--- src/rtl/axi4bus_pkg.sv ---
// Shared AXI4 bus-link definitions: channel field widths, packed R bundle width,
// response codes and the occupancy encoding used by the register slices.
package axi4bus_pkg;

   localparam int ID_W    = 8;
   localparam int DATA_W  = 64;
   localparam int USER_W  = 4;
   localparam int RESP_W  = 2;
   localparam int R_PKT_W = ID_W + DATA_W + RESP_W + USER_W + 1;

   typedef enum logic [RESP_W-1:0] {
      OKAY   = 2'd0,
      EXOKAY = 2'd1,
      SLVERR = 2'd2,
      DECERR = 2'd3
   } axi_resp_e;

   // Slice occupancy doubles as the slice state and is exported as LEVEL.
   localparam logic [1:0] LVL_EMPTY = 2'd0;
   localparam logic [1:0] LVL_BUSY  = 2'd1;
   localparam logic [1:0] LVL_FULL  = 2'd2;

endpackage

--- src/rtl/axi_skid_buffer.sv ---
// Two-entry register slice: fully registered valid, ready and data with
// 1 beat/cycle throughput; reused by every channel combiner of the link.
module axi_skid_buffer
   import axi4bus_pkg::*;
#(
   parameter int WIDTH = R_PKT_W
) (
   input  logic             clk,
   input  logic             rst_n,
   input  logic [WIDTH-1:0] in_data,
   input  logic             in_valid,
   output logic             in_ready,
   output logic [WIDTH-1:0] out_data,
   output logic             out_valid,
   input  logic             out_ready,
   output logic [1:0]       level
);

   logic [1:0]       state;
   logic [1:0]       state_next;
   logic [WIDTH-1:0] main_data;
   logic [WIDTH-1:0] skid_data;
   logic             in_hs;
   logic             out_hs;
   logic             load_main;
   logic             load_skid;
   logic             main_from_skid;

   assign in_hs  = in_valid && in_ready;
   assign out_hs = out_valid && out_ready;

   always_comb begin
      state_next     = state;
      load_main      = 1'b0;
      load_skid      = 1'b0;
      main_from_skid = 1'b0;
      case (state)
         LVL_EMPTY: begin
            if (in_hs) begin
               state_next = LVL_BUSY;
               load_main  = 1'b1;
            end
         end
         LVL_BUSY: begin
            if (in_hs && !out_hs) begin
               state_next = LVL_FULL;
               load_skid  = 1'b1;
            end else if (out_hs && !in_hs) begin
               state_next = LVL_EMPTY;
            end else if (in_hs && out_hs) begin
               load_main = 1'b1;
            end
         end
         LVL_FULL: begin
            // in_ready is low here, so only the drain of main can happen.
            if (out_hs) begin
               state_next     = LVL_BUSY;
               main_from_skid = 1'b1;
            end
         end
         default: state_next = LVL_EMPTY;
      endcase
   end

   always_ff @(posedge clk or negedge rst_n) begin
      if (!rst_n) begin
         state     <= LVL_EMPTY;
         main_data <= '0;
         skid_data <= '0;
         in_ready  <= 1'b0;
         out_valid <= 1'b0;
      end else begin
         state     <= state_next;
         in_ready  <= (state_next != LVL_FULL);
         out_valid <= (state_next != LVL_EMPTY);
         if (load_main) begin
            main_data <= in_data;
         end else if (main_from_skid) begin
            main_data <= skid_data;
         end
         if (load_skid) begin
            skid_data <= in_data;
         end
      end
   end

   assign out_data = main_data;
   assign level    = state;

endmodule

--- src/rtl/r_backward_combiner.sv ---
// Slave-side R channel packer: concatenates the discrete R signals into one
// bundle behind a skid buffer and tracks whether an output burst is open.
module r_backward_combiner #(
   parameter  int ID_W   = axi4bus_pkg::ID_W,
   parameter  int DATA_W = axi4bus_pkg::DATA_W,
   parameter  int USER_W = axi4bus_pkg::USER_W,
   localparam int PKT_W  = ID_W + DATA_W + axi4bus_pkg::RESP_W + USER_W + 1
) (
   input  logic                           ACLK,
   input  logic                           ARESETN,
   input  logic [ID_W-1:0]                RID,
   input  logic [DATA_W-1:0]              RDATA,
   input  logic [axi4bus_pkg::RESP_W-1:0] RRESP,
   input  logic [USER_W-1:0]              RUSER,
   input  logic                           RLAST,
   input  logic                           RVALID,
   output logic                           RREADY,
   output logic [PKT_W-1:0]               DATA,
   output logic                           VALID,
   input  logic                           READY,
   output logic [1:0]                     LEVEL,
   output logic                           IN_BURST
);

   logic [PKT_W-1:0] packed_beat;

   assign packed_beat = {RID, RDATA, RRESP, RUSER, RLAST};

   axi_skid_buffer #(
      .WIDTH(PKT_W)
   ) u_slice (
      .clk      (ACLK),
      .rst_n    (ARESETN),
      .in_data  (packed_beat),
      .in_valid (RVALID),
      .in_ready (RREADY),
      .out_data (DATA),
      .out_valid(VALID),
      .out_ready(READY),
      .level    (LEVEL)
   );

   // RLAST sits at bit 0 of the bundle, so the beat leaving decides burst state.
   always_ff @(posedge ACLK or negedge ARESETN) begin
      if (!ARESETN) begin
         IN_BURST <= 1'b0;
      end else if (VALID && READY) begin
         IN_BURST <= !DATA[0];
      end
   end

endmodule

--- config.mk ---
export PLATFORM = sky130hd
export DESIGN_NAME = r_backward_combiner
export DESIGN_NICKNAME = d
export VERILOG_FILES = /design/src/rtl/axi4bus_pkg.sv /design/src/rtl/axi_skid_buffer.sv /design/src/rtl/r_backward_combiner.sv
export SDC_FILE = /design/constraint.sdc
export NUM_CORES = 1
export LEC_CHECK = 0
export CORE_MARGIN = 1.5
export CORE_UTILIZATION = 35
export DETAILED_ROUTE_END_ITERATION = 16
export GPL_ROUTABILITY_DRIVEN = 0
export MAX_ROUTING_LAYER = met4
export SYNTH_ARGS = -nofsm -noshare
export SYNTH_HDL_FRONTEND = slang
export SYNTH_SLANG_ARGS = --single-unit
--- constraint.sdc ---
create_clock -name ACLK -period 2.08 [get_ports ACLK]
set_input_delay 0.312 -clock ACLK [delete_from_list [all_inputs] [get_ports ACLK]]
set_output_delay 0.312 -clock ACLK [all_outputs]
set_load 0.01 [all_outputs]
=== Word level (Yosys, flattened, before mapping) ===
Cells that the tools add are included.

* Reductions and logical operators: 11
* Multiplexer cells: 16
* Equality and inequality tests: 3

{| class="wikitable"
|+ Operators by type and width
! cell !! count
|-
| 79-bit 2-to-1 mux || 2
|-
| 1-bit 2-to-1 mux || 8
|-
| 2-bit 2-to-1 mux || 4
|-
| 2-bit case mux with 3 select lines || 1
|-
| 1-bit logical AND || 5
|-
| 2-bit nonzero test || 2
|-
| 1-bit logical NOT || 3
|-
| 2-bit by 1-bit == test with 1-bit output (second input constant) || 1
|-
| 2-bit == test (second input constant) || 1
|-
| 2-bit logical NOT || 1
|-
| 2-bit inequality test (second input constant) || 1
|-
| 1-bit case mux with 2 select lines || 1
|}

* Logic and storage cells: 36
* Bits in registers: 163
* Output and inout port bits: 84
* Bits of input ports: 83

=== Depth between registers and ports, before layout ===
Gate-level depths: netlist of run 1.

* Word-level depth: 7
* Depth in mapped cells: 6
* Depth with buffers taken out: 3

=== Modules after synthesis ===
A second synthesis of run 1 with hierarchy kept.

* Cell total of the unflattened synthesis: 455
* Area, all modules: 6,567.5 um2

{| class="wikitable"
|+ By module, submodules not included
! module !! times used !! cells each !! seq. area each (um2) !! area each (um2)
|-
| axi_skid_buffer || 1 || 452 || 4,053.9 || 6,531.3
|-
| r_backward_combiner || 1 || 3 || 25.0 || 36.3
|}

=== Worst setup path after synthesis of run 1 ===
OpenSTA, ideal clock, no wires.

* Path kind: reg2reg
* From: register u_slice.out_valid
* To: register u_slice.main_data[44], in the netlist u_slice.out_data[44]
* Buffers on the path: 3
* Period minus slack after synthesis: 1,710 ps
* Data required time: 1,955 ps
* Library setup time: 125 ps
* Cell stages (with the launch flop): 7
* Setup slack: 370 ps
* Arrival: 1,585 ps
* Cell sequence: dfrtp_1 -> a21boi_1 -> nand2b_1 -> buf_2 -> buf_4 -> buf_4 -> mux2_2

* Longest elaborated chain between the ends: 7
* Elaborated cells on any way between the ends: 13
* Classes of those cells: 7 x mux; 6 x reduce/logical

{| class="wikitable"
|+ RTL lines
! what !! line !! source
|-
| from (decl) || axi_skid_buffer.sv:14 || <nowiki>output logic out_valid,</nowiki>
|-
| from (signal assigned) || axi_skid_buffer.sv:75 || <nowiki>out_valid <= (state_next != LVL_EMPTY);</nowiki>
|-
| 1-bit logical AND (*) || axi_skid_buffer.sv:30 || <nowiki>assign out_hs = out_valid && out_ready;</nowiki>
|-
| 1-bit logical AND || axi_skid_buffer.sv:50 || <nowiki>end else if (in_hs && out_hs) begin</nowiki>
|-
| 1-bit 2-to-1 mux || axi_skid_buffer.sv:50 ||
|-
| 1-bit 2-to-1 mux || axi_skid_buffer.sv:48 || <nowiki>end else if (out_hs && !in_hs) begin</nowiki>
|-
| 1-bit 2-to-1 mux || axi_skid_buffer.sv:45 || <nowiki>if (in_hs && !out_hs) begin</nowiki>
|-
| 1-bit case mux with 2 select lines || axi_skid_buffer.sv:37 || <nowiki>case (state)</nowiki>
|-
| 79-bit 2-to-1 mux or 2-bit nonzero test (tied branches) || n/a ||
|-
| to (signal assigned) || axi_skid_buffer.sv:77 || <nowiki>main_data <= in_data;</nowiki>
|-
| to (signal assigned) || axi_skid_buffer.sv:79 || <nowiki>main_data <= skid_data;</nowiki>
|-
| to (decl) || axi_skid_buffer.sv:21 || <nowiki>logic [WIDTH-1:0] main_data;</nowiki>
|}

Mark *: on every way between the ends. The rest lies on a longest branch, timed or not.
A chain may end at the register's enable or synchronous reset.

=== Worst setup path in the final report of run 1 ===
* From: register u_slice.state[1], in the netlist u_slice.level[1]
* To: output LEVEL[1]

{| class="wikitable"
|+ RTL lines
! what !! line !! source
|-
| from (decl) || axi_skid_buffer.sv:19 || <nowiki>logic [1:0] state;</nowiki>
|-
| from (signal assigned) || axi_skid_buffer.sv:73 || <nowiki>state <= state_next;</nowiki>
|-
| to (decl) || r_backward_combiner.sv:21 || <nowiki>output logic [1:0] LEVEL,</nowiki>
|}

No word-level cell between the ends.

==> results of run 1 <==
[stage by stage]
step / utilization [%] / hold WS [ps] / worst slack [ps]
2_1_floorplan: - / 16.4 / 370
3_3_place_gp: 46.9 / 286 / 82.0
3_5_place_dp: 46.9 / 299 / 42.0
4_1_cts: 49.9 / 437 / 247
5_1_grt: 49.9 / 451 / 180
6_report: 49.9 / 422 / 272
[repair_timing]
item	4_1_cts	5_1_grt
setup buffers	0	0
endpoints found under the hold margin	44	0
hold buffers	1	0
[flip-flops by register name, summed over array words and instances, names as in the netlist]
name,count
IN_BURST,1
u_slice.in_ready,1
u_slice.skid_data,79
u_slice.level,2
u_slice.out_valid,1
u_slice.out_data,79
[layout make-up]
type | instances | area, µm²
multi-input combinational | 255 | 2840
fill | 1716 | 9820
clock buffer | 21 | 460
antenna | 1 | 2.50
sequential | 163 | 4080
clock inverter | 9 | 108
tap | 265 | 332
timing repair buffer | 187 | 1950
[worst register-to-register path, stage by stage, from the launching register on]
cell                       delay [ps]
sky130_fd_sc_hd__dfrtp_1          480
sky130_fd_sc_hd__and3b_1          290
sky130_fd_sc_hd__nand2b_4         140
sky130_fd_sc_hd__buf_12           220
sky130_fd_sc_hd__mux2_2           400
[worst paths after layout]
check | startpoint | to | slack, ps | cells after the start
max | u_slice.level[1] | LEVEL[1] | 270 | 1
min | ARESETN | u_slice.skid_data[53] | 420 | 2
max reg2reg | u_slice.level[1] | u_slice.out_data[46] | 430 | 4
min reg2reg | IN_BURST | IN_BURST | 500 | 2
max in group asynchronous | ARESETN | u_slice.out_data[74] | 1000 | 3
min in group ACLK | IN_BURST | IN_BURST | 500 | 2
[logic make-up after synthesis]
logic type / Yosys count / share of synthesized area, %
muxes: 238 / 38.6
DFF: 163 / 57.9
buffers and inverters: 25 / 2.03
and+or+nand+nor: 9 / 0.817
AOI/OAI and AO/OA: 8 / 0.658
[where the power goes]
| group | internal [W] | total [W] | switching [W] | leakage (nW) |
|---|---|---|---|---|
| Clock | 0.00182 | 0.00302 | 0.00120 | 0.275 |
| Combinational | 0.00420 | 0.00638 | 0.00218 | 1.94 |
| Sequential | 0.00483 | 0.00567 | 0.000846 | 1.92 |
| Total | 0.0108 | 0.0151 | 0.00423 | 4.14 |
[layer usage]
| metal | part of all wire [%] | vias to the layer above | wire length (µm) | track usage [%] |
|---|---|---|---|---|
| li1 | - | 1961 | - | - |
| met1 | 45 | 2139 | 6880 | 19.6 |
| met2 | 46 | 119 | 7010 | 24.7 |
| met3 | 7.1 | 16 | 1080 | 5.20 |
| met4 | 1.3 | 0 | 197 | 4.73 |
| met5 | 0 | - | 0 | - |
[synth_stat cells]
cell type                  count
sky130_fd_sc_hd__a21boi_1      1
sky130_fd_sc_hd__a21oi_1       2
sky130_fd_sc_hd__and2_1        1
sky130_fd_sc_hd__and3b_1       1
sky130_fd_sc_hd__buf_2        21
sky130_fd_sc_hd__buf_4         2
sky130_fd_sc_hd__buf_6         2
sky130_fd_sc_hd__dfrtp_1     163
sky130_fd_sc_hd__mux2_2      227
sky130_fd_sc_hd__mux2_4       10
sky130_fd_sc_hd__mux2i_1       1
sky130_fd_sc_hd__nand2_1       4
sky130_fd_sc_hd__nand2b_1      2
sky130_fd_sc_hd__nand4b_2      1
sky130_fd_sc_hd__o21a_1        1
sky130_fd_sc_hd__o21ai_0       3
sky130_fd_sc_hd__o22ai_1       1
==> summary.md, run 1 <==
| Metric | Value |
|---|---|
| Outcome | finished clean |
| Die Width | 145 µm |
| Sequential share of the synthesized area | 57.9% |
| Initial Util | between 30% and 40% |
| Final-report hold violation count | 0 |
| Global-route wire length before repair | 24700 µm |
| Relative max-transition margin | 66.2% |
| First-pass iteration count of the detailed router | 4 |
| Placement row count | 51 |
| Number of synthesized register bits | 163 |
| Max-capacitance violation count | 0 |
| Library cell with the largest summed area after synthesis | sky130_fd_sc_hd__dfrtp_1 |
| Transition time of the tightest slew-check pin | 507 ps |
| Shortest clock period the worst path allows after layout | 1810 ps |
| Distinct cell type count after synthesis | 17 |
| Number of buffers inserted by port buffering | 166 |
| Synth warnings | 0 |
| CTS tree | built |
| Ports placed on the boundary | 167 |
| Die Footprint | 21000 µm² |
| Longest individual stage delay on the worst path | 610 ps |
| DRT antenna net count | 0 |
| Number of sinks on the clock net | between 150 and 200 |
| Worst Path Max Fanout | 7 |
| Setup Viol. Count Final | 0 |
| Cell leakage power | 4.14 nW |
| Routed Wire Length | ~15000 µm |
| Final clock period utilization by the worst path | 86.9% |
| CP Data Arrival Time | 1500 ps |
| Post-detail-place hpwl | 10500 µm |
| GRT overflow | 0 |
| Leading cell type in the layout, fill and taps excluded | sky130_fd_sc_hd__mux2_2 |
| Count of routing violations after the opening detailed-route iteration | 111 |
| Largest net degree at the start of global routing | 51 |
| Worst Path Class, Setup | flip-flop to output port |
| Via/cell ratio | 4.70 |
| Pwr Density | 1540 nW/µm² |
| Clock Pin Slew Worst Setup and Hold Paths | 60 ps |
| Path category of the worst min-delay check | input pin to async pin |
| Clock tree buffer depth | 2 |
| Syn Area/Cell | 15.9 µm² |
| Drt drc | 0 |
| Num CTS Buffers | 17 |
| Number of global-route vias before repair | 4784 |
| Via count of the routed design | 4235 |
| Post-layout net count | 707 |
| Critical path buffers and inverters | 1 |
| Cell family with the largest share of critical-path delay | buffers and inverters |
| Cell area after layout | 9770 µm² |
| Top cells by area in the synthesized netlist | sky130_fd_sc_hd__dfrtp_1 (58%), sky130_fd_sc_hd__mux2_2 (36%), sky130_fd_sc_hd__mux2_4 (2.1%), sky130_fd_sc_hd__buf_2 (1.5%), sky130_fd_sc_hd__buf_6 (0.32%) |
| Cell area after synthesis | 7040 µm² |
| Source-to-sink clock delay at the later pin of the worst-skew pair | 410 ps |
| Type of destination of the critical path | output port |
| Pins over their slew limit | 0 |
| Critical path startpoint category | flip-flop |
| Nets in the synthesized netlist | about 530 |
| Layout-stage area growth over the synthesis result | 38.8% |
| Post-Syn Instances | 443 |
| Post-synth top area share | 57.9% |
| Post-cts sizing count | 0 |
| Worst-path cell with the longest stage delay | sky130_fd_sc_hd__clkdlybuf4s50_1 |
| Total power of the final layout | 0.0151 W |
| Worst clock skew | 8.27 ps |
| Core Area | 19600 µm² |
| CTS root buffer | sky130_fd_sc_hd__clkbuf_16 |
| Number of standard cells in the final layout excluding fillers | 901 |
| Initial antenna violation count | 1 |
| Deepest level of the CTS H-tree | 4 |
| Fin Setup TNS | 0 ps |
| Proportion of layout cells with a drive suffix above 1 | 45.5% |
| Required time at the worst-slack endpoint | 1770 ps |
| Highest attainable clock frequency | 553 MHz |
| Setup repair after global routing missed its margin | false |
| Placed cell count | 869 |
| Final routed wire length divided by cell count | between 15 and 20 µm |
| Global router's overall resource usage | 15.8% |
| Die Height | 145 µm |
| DP Area | 9190 µm² |
| Peak supply drop | 0.682 mV |
| Crit path cell chain | clkdlybuf4s50_1 |
| Most frequent cells in the layout | sky130_fd_sc_hd__mux2_2 (227), sky130_fd_sc_hd__clkdlybuf4s50_1 (165), sky130_fd_sc_hd__dfrtp_1 (163), sky130_fd_sc_hd__clkbuf_16 (17) |
No activity file was read; power rests on OpenSTA's default activity.
==> run 2: changes to the inputs <==
--- a/config.mk
+++ b/config.mk
@@ -5,6 +5,7 @@
 export SDC_FILE = /design/constraint.sdc
 export NUM_CORES = 1
 export LEC_CHECK = 0
+export ABC_AREA = 1
 export CORE_MARGIN = 1.5
 export CORE_UTILIZATION = 35
 export DETAILED_ROUTE_END_ITERATION = 16
==> summary.md, run 2 <==
| Metric | Value |
|---|---|
| Ys async rst share | 100% (unchanged) |
| Post-detail-place hpwl | 12800 µm (was 10500 µm) |
| CP Data Arrival Time | 1520 ps (was 1500 ps) |
| Path category of the worst min-delay check | input pin to async pin (unchanged) |
| Crit path cell chain | clkdlybuf4s50_1 (unchanged) |
| Sequential share of the synthesized area | 53.8% (was 57.9%) |
| Via/cell ratio | 4.87 (was 4.70) |
| Most frequent cells in the layout | sky130_fd_sc_hd__nand2_1 (323), sky130_fd_sc_hd__nand3_1 (237), sky130_fd_sc_hd__clkdlybuf4s50_1 (165), sky130_fd_sc_hd__dfrtp_1 (163), sky130_fd_sc_hd__inv_1 (82) (was sky130_fd_sc_hd__mux2_2 (227), sky130_fd_sc_hd__clkdlybuf4s50_1 (165), sky130_fd_sc_hd__dfrtp_1 (163), sky130_fd_sc_hd__clkbuf_16 (17)) |
| Relative max-transition margin | 61.5% (was 66.2%) |
| Count of routing violations after the opening detailed-route iteration | 533 (was 111) |
| Hold bufs inserted after CTS | 1 (unchanged) |
| Initial antenna violation count | 0 (was 1) |
| Ys flop type | sky130_fd_sc_hd__dfrtp_1 (unchanged) |
| Required time at the worst-slack endpoint | 1770 ps (about the same) |
| Nets in the synthesized netlist | 1055 (was 526) |
| Largest net degree at the start of global routing | 77 (was 51) |
| Combined area of the multi-input logic cells | 2880 µm² (was 2840 µm²) |
| Cell family with the largest share of critical-path delay | buffers and inverters (unchanged) |
| Max-capacitance violation count | 0 (unchanged) |
| CTS tree | built (unchanged) |
| Syn Area/Cell | 7.80 µm² (was 15.9 µm²) |
| Path depth of the worst reg2reg path | 7 (was 4) |
| Deepest level of the CTS H-tree | 4 (unchanged) |
| Setup repair after global routing missed its margin | false (unchanged) |
| Cell leakage power | 5.19 nW (was 4.14 nW) |
| Final routed wire length divided by cell count | 14.8 µm (was 16.8 µm) |
| Filler cell count | 2076 (was 1716) |
| Post-route setup slack | 251 ps (was 272 ps) |
| Drt drc | 0 (unchanged) |
| Dominant cell by count in the synthesized netlist | sky130_fd_sc_hd__nand2_1 (was sky130_fd_sc_hd__mux2_2) |
| Shortest clock period the worst path allows after layout | 1830 ps (was 1810 ps) |
| Register-to-register path setup slack | 510 ps (was 430 ps) |
| Longest individual stage delay on the worst path | 620 ps (was 610 ps) |
| DRT antenna net count | 0 (unchanged) |
| Library cell with the largest summed area after synthesis | sky130_fd_sc_hd__dfrtp_1 (unchanged) |
| Post-cts sizing count | 0 (unchanged) |
| Number of synthesized register bits | 163 (unchanged) |
| Final clock period utilization by the worst path | 87.9% (was 86.9%) |
| Num CTS Buffers | 17 (unchanged) |
| Reg-to-reg critical path startpoint | u_slice.out_valid (was u_slice.level[1]) |
| Post-Syn Instances | 972 (was 443) |
| Pins over their slew limit | 0 (unchanged) |
| Top cells by area in the synthesized netlist | sky130_fd_sc_hd__dfrtp_1 (54%), sky130_fd_sc_hd__nand2_1 (16%), sky130_fd_sc_hd__nand3_1 (16%), sky130_fd_sc_hd__o21ai_1 (4.7%), sky130_fd_sc_hd__inv_1 (4.1%) (was sky130_fd_sc_hd__dfrtp_1 (58%), sky130_fd_sc_hd__mux2_2 (36%), sky130_fd_sc_hd__mux2_4 (2.1%), sky130_fd_sc_hd__buf_2 (1.5%), sky130_fd_sc_hd__buf_6 (0.32%)) |
| Clock Pin Slew Worst Setup and Hold Paths | 60 ps (about the same) |
| Layout-stage area growth over the synthesis result | 35.5% (was 38.8%) |
| CTS root buffer | sky130_fd_sc_hd__clkbuf_16 (unchanged) |
| Setup Buffers After CTS | 0 (unchanged) |
| Number of sinks on the clock net | 163 (unchanged) |
| Leading cell type in the layout, fill and taps excluded | sky130_fd_sc_hd__nand2_1 (was sky130_fd_sc_hd__mux2_2) |
| Worst clock skew | 8.90 ps (was 8.27 ps) |
| Post-synth top area share | 53.8% (was 57.9%) |
| Worst-path cell with the longest stage delay | sky130_fd_sc_hd__clkdlybuf4s50_1 (unchanged) |
| Placement row count | 53 (was 51) |
| Critical path startpoint category | flip-flop (unchanged) |
| Count of flip-flops with a built-in enable after synthesis | 0 (unchanged) |
| Routed Wire Length | 20700 µm (was 15200 µm) |
| Die Width | 150 µm (was 145 µm) |
| Peak supply drop | 0.661 mV (was 0.682 mV) |
| Global router's overall resource usage | 19.6% (was 15.8%) |
| Die Footprint | 22600 µm² (was 21000 µm²) |
| Initial Util | 35.8% (was 35.9%) |
| GRT overflow | 0 (unchanged) |
| Setup Viol. Count Final | 0 (unchanged) |
| Source-to-sink clock delay at the later pin of the worst-skew pair | 420 ps (was 410 ps) |
| Worst Path Max Fanout | 4 (was 7) |
| Diode insertion count for antenna repair | 0 (was 1) |
| Fin Setup TNS | 0 ps (unchanged) |
| Hold Slack | 437 ps (was 422 ps) |
| Post-layout net count | 1190 (was 707) |
| Via count of the routed design | 6797 (was 4235) |
| Transition time of the tightest slew-check pin | 577 ps (was 507 ps) |
| Register area | 4080 µm² (unchanged) |
| Synth warnings | 0 (unchanged) |
| Number of buffers inserted by port buffering | 166 (unchanged) |
| Number of global-route vias before repair | 6408 (was 4784) |
| Type of destination of the critical path | output port (unchanged) |
| Global-route wire length before repair | 34000 µm (was 24700 µm) |
| Worst setup slack before clock tree synthesis | 192 ps (was 42.0 ps) |
| Clock tree buffer depth | 2 (unchanged) |
| First-pass iteration count of the detailed router | 4 (unchanged) |
| Core Area | 21200 µm² (was 19600 µm²) |
| Critical path buffers and inverters | 1 (unchanged) |
| Highest attainable clock frequency | 547 MHz (was 553 MHz) |
| Outcome | finished clean (unchanged) |
| Die Height | 150 µm (was 145 µm) |
| Final-report hold violation count | 0 (unchanged) |
| Worst Path Class, Setup | flip-flop to output port (unchanged) |
| Cell types with the highest counts after synthesis | sky130_fd_sc_hd__nand2_1 (325), sky130_fd_sc_hd__nand3_1 (237), sky130_fd_sc_hd__dfrtp_1 (163) (was sky130_fd_sc_hd__mux2_2 (227), sky130_fd_sc_hd__dfrtp_1 (163), sky130_fd_sc_hd__buf_2 (21)) |
| Endpoint of the worst-slack reg-to-reg timing path | u_slice.out_data[52] (was u_slice.out_data[46]) |
| Cell area after synthesis | 7580 µm² (was 7040 µm²) |
| Proportion of layout cells with a drive suffix above 1 | 5.80% (was 45.5%) |
| Total power of the final layout | 0.0160 W (was 0.0151 W) |
| Pwr Density | 1560 nW/µm² (was 1540 nW/µm²) |
| Ports placed on the boundary | 167 (unchanged) |
| Distinct cell type count after synthesis | 15 (was 17) |
[run 2: power by group]
group / switching, W / total [W] / internal [W]
Clock: 0.00134 / 0.00336 / 0.00202
Combinational: 0.00384 / 0.00701 / 0.00317
Sequential: 0.000899 / 0.00567 / 0.00477
[run 2: kinds of logic (layout without fill, tap and decap cells)]
kind of cell	Yosys count	count (layout)	share of synthesized area, %
simple gates	569	569	32.3
flops	163	163	53.8
buf+inv	159	307	8.53
compound gates	81	81	5.35
[run 2: worst max path at each step]
stage | startpoint | to | depth (start not counted) | slack, ps
2_1_floorplan | u_slice.out_valid | u_slice.out_valid | 7 | 660
3_3_place_gp | RVALID | u_slice.skid_data[78] | 7 | 210
3_5_place_dp | READY | u_slice.skid_data[69] | 8 | 190
4_1_cts | u_slice.level[0] | LEVEL[0] | 1 | 220
5_1_grt | u_slice.level[0] | LEVEL[0] | 1 | 170
6_report | u_slice.level[0] | LEVEL[0] | 1 | 250
[run 2: per-stage QoR]
step	cells	util, %	area, µm²
detailed placement	1362	45.5	9640
global route	1395	48.6	10300
CTS	1395	48.6	10300
finish	1395	48.6	10300
floorplan	972	-	7580
global placement	1362	45.5	9640
[run 2: area by class of cell]
type | instances | share of cell area [%]
flip-flops and latches | 163 | 39.7
multi-input cells | 650 | 28.1
clock inverters | 15 | 1.98
repair buffers | 190 | 19.7
clock buffers | 17 | 4.14
inverters | 85 | 3.11
well taps | 275 | 3.35
[run 2: per-layer routing]
layer	GRT usage [%]	vias to the layer above	wire length [µm]
met4	4.46	0	119
li1	-	3378	-
met1	27.2	3199	9860
met2	29.3	211	9470
met5	-	-	0
met3	4.36	9	1230
